<file path="src/rtl/seg_scan_driver.sv">
// seg_scan_driver: 4-digit multiplexed 7-segment scanner with frame-synchronous
// double-buffered pattern load, per-digit blink, blanking and pattern-to-BCD decode.
module seg_scan_driver #(
   parameter int REFRESH_DIV    = 50000,
   parameter int BLINK_FRAMES   = 64,
   parameter int SEG_ACTIVE_LOW = 1,
   parameter int AN_ACTIVE_LOW  = 1
) (
   input  logic        clk,
   input  logic        resetn,
   input  logic [27:0] seg_in,
   input  logic        load,
   output logic        load_ack,
   input  logic        blank,
   input  logic [3:0]  blink_mask,
   output logic [6:0]  seg_out,
   output logic [3:0]  an,
   output logic [1:0]  digit_idx,
   output logic [3:0]  dec_digit,
   output logic        dec_err,
   output logic        frame_done
);
   localparam int CW = $clog2(REFRESH_DIV);
   localparam int FW = BLINK_FRAMES > 1 ? $clog2(BLINK_FRAMES) : 1;

   logic [CW-1:0] cnt_q, cnt_d;
   logic [1:0]    digit_q, digit_d;
   logic [FW-1:0] fcnt_q, fcnt_d;
   logic          phase_q, phase_d;
   logic [27:0]   active_q, active_d, shadow_q, shadow_d;
   logic          pending_q, pending_d;
   logic          ack_q, ack_d, fdone_q, fdone_d;
   logic [6:0]    seg_q, seg_d;
   logic [3:0]    an_q, an_d, dig_q, dig_d;
   logic          err_q, err_d;
   logic          tc, bnd, fwrap, dark;
   logic [1:0]    slot;
   logic [6:0]    pat;

   always_comb begin
      tc        = cnt_q == CW'(REFRESH_DIV - 1);
      bnd       = tc && digit_q == 2'd3;
      fwrap     = fcnt_q == FW'(BLINK_FRAMES - 1);
      cnt_d     = tc ? '0 : cnt_q + 1'b1;
      digit_d   = tc ? digit_q + 2'd1 : digit_q;
      fcnt_d    = bnd ? (fwrap ? '0 : fcnt_q + 1'b1) : fcnt_q;
      phase_d   = phase_q ^ (bnd && fwrap);
      shadow_d  = load ? seg_in : shadow_q;
      pending_d = !bnd && (load || pending_q);
      // A load landing on the boundary bypasses the shadow so it shows next frame
      active_d  = (bnd && load) ? seg_in : (bnd && pending_q) ? shadow_q : active_q;
      ack_d     = bnd && (load || pending_q);
      fdone_d   = bnd;
      slot      = ~digit_q;
      pat       = active_q[7*slot +: 7];
      dark      = blank || (phase_q && blink_mask[slot]);
      seg_d     = dark ? 7'h00 : pat;
      an_d      = dark ? 4'h0 : 4'b1000 >> digit_q;
      dig_d     = 4'hF;
      err_d     = 1'b0;
      case (pat)
         7'h3F: dig_d = 4'd0;
         7'h06: dig_d = 4'd1;
         7'h5B: dig_d = 4'd2;
         7'h4F: dig_d = 4'd3;
         7'h66: dig_d = 4'd4;
         7'h6D: dig_d = 4'd5;
         7'h7D: dig_d = 4'd6;
         7'h07: dig_d = 4'd7;
         7'h7F: dig_d = 4'd8;
         7'h6F: dig_d = 4'd9;
         7'h00: ;
         default: err_d = 1'b1;
      endcase
   end

   always_ff @(posedge clk or negedge resetn) begin
      if (!resetn) begin
         cnt_q     <= '0;
         digit_q   <= '0;
         fcnt_q    <= '0;
         phase_q   <= 1'b0;
         active_q  <= '0;
         shadow_q  <= '0;
         pending_q <= 1'b0;
         ack_q     <= 1'b0;
         fdone_q   <= 1'b0;
         seg_q     <= '0;
         an_q      <= '0;
         dig_q     <= 4'hF;
         err_q     <= 1'b0;
      end else begin
         cnt_q     <= cnt_d;
         digit_q   <= digit_d;
         fcnt_q    <= fcnt_d;
         phase_q   <= phase_d;
         active_q  <= active_d;
         shadow_q  <= shadow_d;
         pending_q <= pending_d;
         ack_q     <= ack_d;
         fdone_q   <= fdone_d;
         seg_q     <= seg_d;
         an_q      <= an_d;
         dig_q     <= dig_d;
         err_q     <= err_d;
      end
   end

   assign seg_out    = SEG_ACTIVE_LOW != 0 ? ~seg_q : seg_q;
   assign an         = AN_ACTIVE_LOW != 0 ? ~an_q : an_q;
   assign digit_idx  = digit_q;
   assign dec_digit  = dig_q;
   assign dec_err    = err_q;
   assign load_ack   = ack_q;
   assign frame_done = fdone_q;
endmodule
</file>
<file path="config.mk">
export PLATFORM = sky130hd
export DESIGN_NAME = seg_scan_driver
export DESIGN_NICKNAME = d
export VERILOG_FILES = /design/src/rtl/seg_scan_driver.sv
export SDC_FILE = /design/constraint.sdc
export NUM_CORES = 1
export LEC_CHECK = 0
export CAP_MARGIN = 20
export CORE_MARGIN = 2
export CORE_UTILIZATION = 55
export CTS_BUF_LIST = sky130_fd_sc_hd__clkbuf_8
export DETAILED_ROUTE_END_ITERATION = 7
export GPL_TIMING_DRIVEN = 0
export PLACE_DENSITY = 0.8
export SETUP_SLACK_MARGIN = 0.2
export SYNTH_ARGS = -nofsm -noshare
export SYNTH_HDL_FRONTEND = slang
export SYNTH_SLANG_ARGS = --single-unit
</file>
<file path="constraint.sdc">
create_clock -name clk -period 4.85 [get_ports clk]
set_clock_uncertainty 0.05 [all_clocks]
set_input_delay 0.485 -clock clk [delete_from_list [all_inputs] [get_ports clk]]
set_output_delay 0.485 -clock clk [all_outputs]
set_load 0.02 [all_outputs]
</file>
## Yosys cells after proc, flatten, opt, wreduce, memory -nomap -nowiden

Index checks and enable logic that the tools add are counted.

- Register bits after elaboration: 100
- Bits in latches: 0
- Memory bits (writable): 0
- Bits in read-only memories: 0
- Input bits: 36
- Word-level logic and storage cells: 60
- Memories kept: 0

- Add/subtract/negate cells: 3
- $mul: 1
- Div/mod/pow operators: 0
- Order comparisons: 1
- Equal/unequal tests: 13
- Shift operators: 2
- Mux-type cells: 10
- Bitwise operators: 4
- Reduce and logical (&&, ||, !) cells: 13

Operators by type and width:

| operator | number |
|---|---|
| 2-to-1 mux 28 bit | 2 |
| == test 7 bit, second input constant | 7 |
| one-hot mux 4 bit (10 select lines) | 1 |
| variable part select 28 x 6 -> 7 bit | 1 |
| adder 16 x 1 -> 16 bit, second input constant | 1 |
| == test 16 bit, second input constant | 1 |
| 2-to-1 mux 16 bit | 1 |
| == test 7 x 3 -> 1 bit, second input constant | 2 |
| OR reduction 11 bit | 1 |
| == test 7 x 6 -> 1 bit, second input constant | 1 |
| logical AND 1 bit | 7 |
| logical NOT 7 bit | 1 |
| 2-to-1 mux 7 bit | 1 |
| inverter 7 bit | 1 |
| adder 6 x 1 -> 6 bit, second input constant | 1 |
| == test 6 bit, second input constant | 1 |
| 2-to-1 mux 6 bit | 1 |
| multiplier 3 x 2 -> 5 bit, first input constant | 1 |
| 2-to-1 mux 4 bit | 1 |
| inverter 4 bit | 1 |
| >> shifter 4 x 2 -> 4 bit, first input constant | 1 |
| < comparator 2 x 3 -> 1 bit, second input constant | 1 |
| adder 2 x 1 -> 2 bit, second input constant | 1 |
| binary-select mux 1 bit (select 2 bit) | 1 |
| other kinds (7) | 9 |

## Depth between registers and ports, before layout

- Depth in word-level cells: 6
- Mapped depth: 8
- Depth with buffers taken out: 7

## Worst setup path before layout

OpenSTA, ideal clock, no wires.

- Kind: register -> register
- Start point: reg digit_q[0], in the netlist digit_idx[0]
- End point: reg err_q, in the netlist dec_err
- Data arrival time: 2.144 ns
- Data required time: 4.714 ns
- Setup slack: 2.570 ns
- Stages on the path, launching flop included: 7
- Period minus slack after synthesis: 2.280 ns
- Cells stage by stage: dfrtp_1 > buf_6 > mux4_2 > and4_4 > and4b_1 > a311o_1 > nor3_1

- Longest elaborated chain between the ends: 6

RTL lines:

| element | RTL line | source |
|---|---|---|
| start, declared | 27 | `logic [1:0] digit_q, digit_d;` |
| start signal, assigned | 94 | `digit_q <= digit_d;` |
| inverter 2 bit (*) | 54 | `slot = ~digit_q;` |
| multiplier 3 x 2 -> 5 bit (*) | 55 | `pat = active_q[7*slot +: 7];` |
| variable part select 28 x 6 -> 7 bit (*) | 55 |  |
| == test 7 bit, or another cell as far along | 61 | `case (pat)` |
| OR reduction 11 bit (no source line) (*) | - |  |
| 2-to-1 mux 1 bit (*) | 61 |  |
| via err_d | 35 | `logic err_q, err_d;` |
| end signal, assigned | 105 | `err_q <= err_d;` |
| end, declared | 35 |  |

Mark *: on every way through the listed nets, which the timed path passes. The rest lies on a longest branch.
A chain may end at the register's enable or synchronous reset.

## Worst setup path after layout

- Start point: reg digit_q[1], in the netlist digit_idx[1]
- End point: reg err_q, in the netlist dec_err

Same word-level chain as after synthesis.

==> flow_summary.ini <==
[grt]
antenna_found_initial = 0
first_global_vias = 2699
grt_remaining_overflow = 0
grt_usage_pct = 19.4
grt_max_degree = 77
grt_pass1_wl_mm = 12.8

[clock_network]
cts_buffers = 9
clockRootBuffer = clkbuf_8
path_clk_slew_ns = 0.09
postCtsSetupBuffers = 0
clk_latency_ns = 0.36
clock-sinks = 100
cts_tree = done
cts-hold-fix-buffers = 1
cts_resized = 0
clk_path_buf_depth = 2
htree_levels = 3

[yosys]
synth_top_cell_by_area = dfrtp_1
netlist_area_mm2 = 0.00428
syn_avg_cell_area_um2 = 13.4
netlist.area_leader.share_pct = 56.1
async_flop_share_pct = 100
yosys_warnings = 0
synth.distinct_cells = 49
yosysSeqAreaShare_pct = 58.6
synth_edf_count = 0
synthTopCellsByArea = dfrtp_1 (56%), mux2_2 (12%), mux2_1 (2.6%)
syn_inst = 319
syn_nets = 361
synth-main-ff-cell = dfrtp_1
yosys_register_bits = 100

[drt]
vias_per_cell = 5.27
drc_errors = 0
vias = 2596
wl_per_cell_um = 15.0
drt-total-wl_mm = 7.40
drt-initial-drc-count = 157
firstDrtPassIters = 4
drtAntennaViolNets = 0

[setup_path]
max_stage_delay_ns = 0.55
startpoint = digit_idx[1]
crit_fanout = 9
worstSetupStartpointType = register
worst-setup-path-type = reg2reg
crit_arrival_ns = 2.76
crit_chain = clkbuf_1, mux4_2, nor4b_1, nand3b_1, nand3_1, nor3_1
r2r-start = digit_idx[1]
rr_worst_depth = 6
cp_slowest_cell = nor4b_1
critPathTopFamily = simple AND/OR/NAND/NOR gates
path_depth = 6
crit_required_ns = 5.04
cp-end-kind = register
path_buf_inv = 1

[layout]
fillers = 565
areaGrowthSynthToFinish_pct = 21.3
regArea_mm2 = 0.00251
diodes = 0
nNetsFinal = 429
final_common_cell = dfrtp_1
stdcell_count = 493
multiInputGateArea_mm2 = 0.00165
layout_common_cells = dfrtp_1 (96), clkdlybuf4s50_1 (54), mux2_2 (45)
drive_gt1_share_pct = 21.0

[timing]
max_freq_ghz = 0.389
finalCriticalPeriod_ns = 2.57
fin_hold_ws_ns = 0.436
fin_tns_setup_ns = 0
final_max_slew_viol_count = 0
worstMarginPinSlew_ns = 0.649
period_share_pct = 53.0
hold_viol = 0
setup_viol = 0
rsz0062_at_grt = no
setup_ws_ns = 2.28
relSlewSlack_pct = 56.7

[power]
total_power_mw = 1.52
switching_share_pct = 22.0
intPower_mw = 1.19
power_frac_clock_pct = 34.4
p_seq_share_pct = 57.7
p_comb_share_pct = 8.0
p_leak_nw = 2.32
vdd_ir_drop_max_mv = 0.203
powerDensity_mw_per_mm2 = 294
p_sw_uw = 336

[floorplan]
fp.dieH_um = 92.2
ios = 56
core_area_mm2 = 0.00765
die-area_mm2 = 0.00851
placementRows = 32
start_util_pct = 56.0
die_w_um = 92.2

[placement]
gp_congestion = 0.810
numPortBuffers = 55
hpwl_mm = 5.36
place_inst = 477
dp_slack_ns = 2.33

[hold_path]
hp-start = active_q[12]
min_path_cells = 1
hp-class = reg2reg

[flow_run]
cap_violations = 0

[outcome]
status = complete, no violations
power by group through the flow:
stage                     clock network [mW]  registers, mW  logic, mW
after global routing                   0.574          0.883      0.134
final                                  0.524          0.879      0.121
after floorplan                            0          0.893     0.0563
after CTS                              0.541          0.879      0.124
after global placement                     0          0.895      0.117
after detailed placement                   0          0.896      0.123
path summary, 6_finish.rpt:
path,end,slack (ns)
min in group asynchronous,fcnt_q[3],0.52
max,dec_err,2.28
max in group asynchronous,dec_digit[1],3.57
min reg2reg,active_q[12],0.44
max reg2reg,dec_err,2.28
min,active_q[12],0.44
worst reg2reg max path, stage by stage (launching register included):
cell	delay, ns
dfrtp_1	0.40
clkbuf_1	0.52
mux4_2	0.51
nor4b_1	0.55
nand3b_1	0.19
nand3_1	0.17
nor3_1	0.07
cell families after synthesis:
| logic type | Yosys count | synth area share, % |
|---|---|---|
| muxes | 63 | 19.0 |
| buffers and inverters | 26 | 2.89 |
| adders and majority gates | 6 | 1.75 |
| xor gates and xnor gates | 18 | 3.68 |
| AOI/OAI and AO/OA | 17 | 2.57 |
| DFF | 100 | 58.6 |
| and+or+nand+nor | 89 | 11.5 |
state kept, by name, summed over array words and instances (netlist names):
register    cells
pending_q       1
phase_q         1
frame_done      1
digit_idx       2
fcnt_q          6
active_q       28
shadow_q       28
seg_q           7
dec_err         1
load_ack        1
dec_digit       4
an_q            4
cnt_q          16
routing by layer:
metal  up-vias  global-route usage [%]  part of all wire [%]
li1       1243                       -                     -
met1      1288                    25.1                    44
met2        56                    33.1                    50
met3         9                    4.93                   4.0
met4         0                    4.85                   1.2
met5         -                       0                     0
stage by stage:
stage | util (%) | cell area [um2]
after global placement | 64.9 | 4960
after floorplan | - | 4280
after CTS | 67.9 | 5190
after detailed placement | 65.2 | 4980
final | 67.9 | 5190
after global routing | 67.9 | 5190
area by class of cell:
type	instances	share of cell area (%)
Inverter	16	1.16
Clock buffer	10	2.65
Buffer	10	1.23
Timing Repair Buffer	57	11.3
Multi-Input combinational cell	193	31.8
Clock inverter	5	1.16
Tap cell	102	2.46
Sequential cell	100	48.3
Yosys cell counts (2+ instances only):
| cell type | instances |
|---|---|
| nor2_1 | 18 |
| dfstp_2 | 4 |
| nor2b_1 | 5 |
| mux4_2 | 4 |
| o21ai_0 | 5 |
| mux2_1 | 10 |
| a21oi_1 | 2 |
| mux2_2 | 45 |
| and3_1 | 2 |
| inv_1 | 16 |
| nor3_1 | 4 |
| buf_6 | 3 |
| nand3_1 | 11 |
| clkbuf_1 | 3 |
| mux4_1 | 4 |
| xor2_1 | 7 |
| or2_2 | 3 |
| nand4_1 | 3 |
| a21o_1 | 2 |
| and2_1 | 11 |
| ha_1 | 6 |
| buf_1 | 3 |
| or4_1 | 2 |
| nor4b_1 | 2 |
| dfrtp_1 | 96 |
| nand2_1 | 15 |
| xnor2_1 | 11 |
Note: power is estimated with default switching activity, not from simulation.
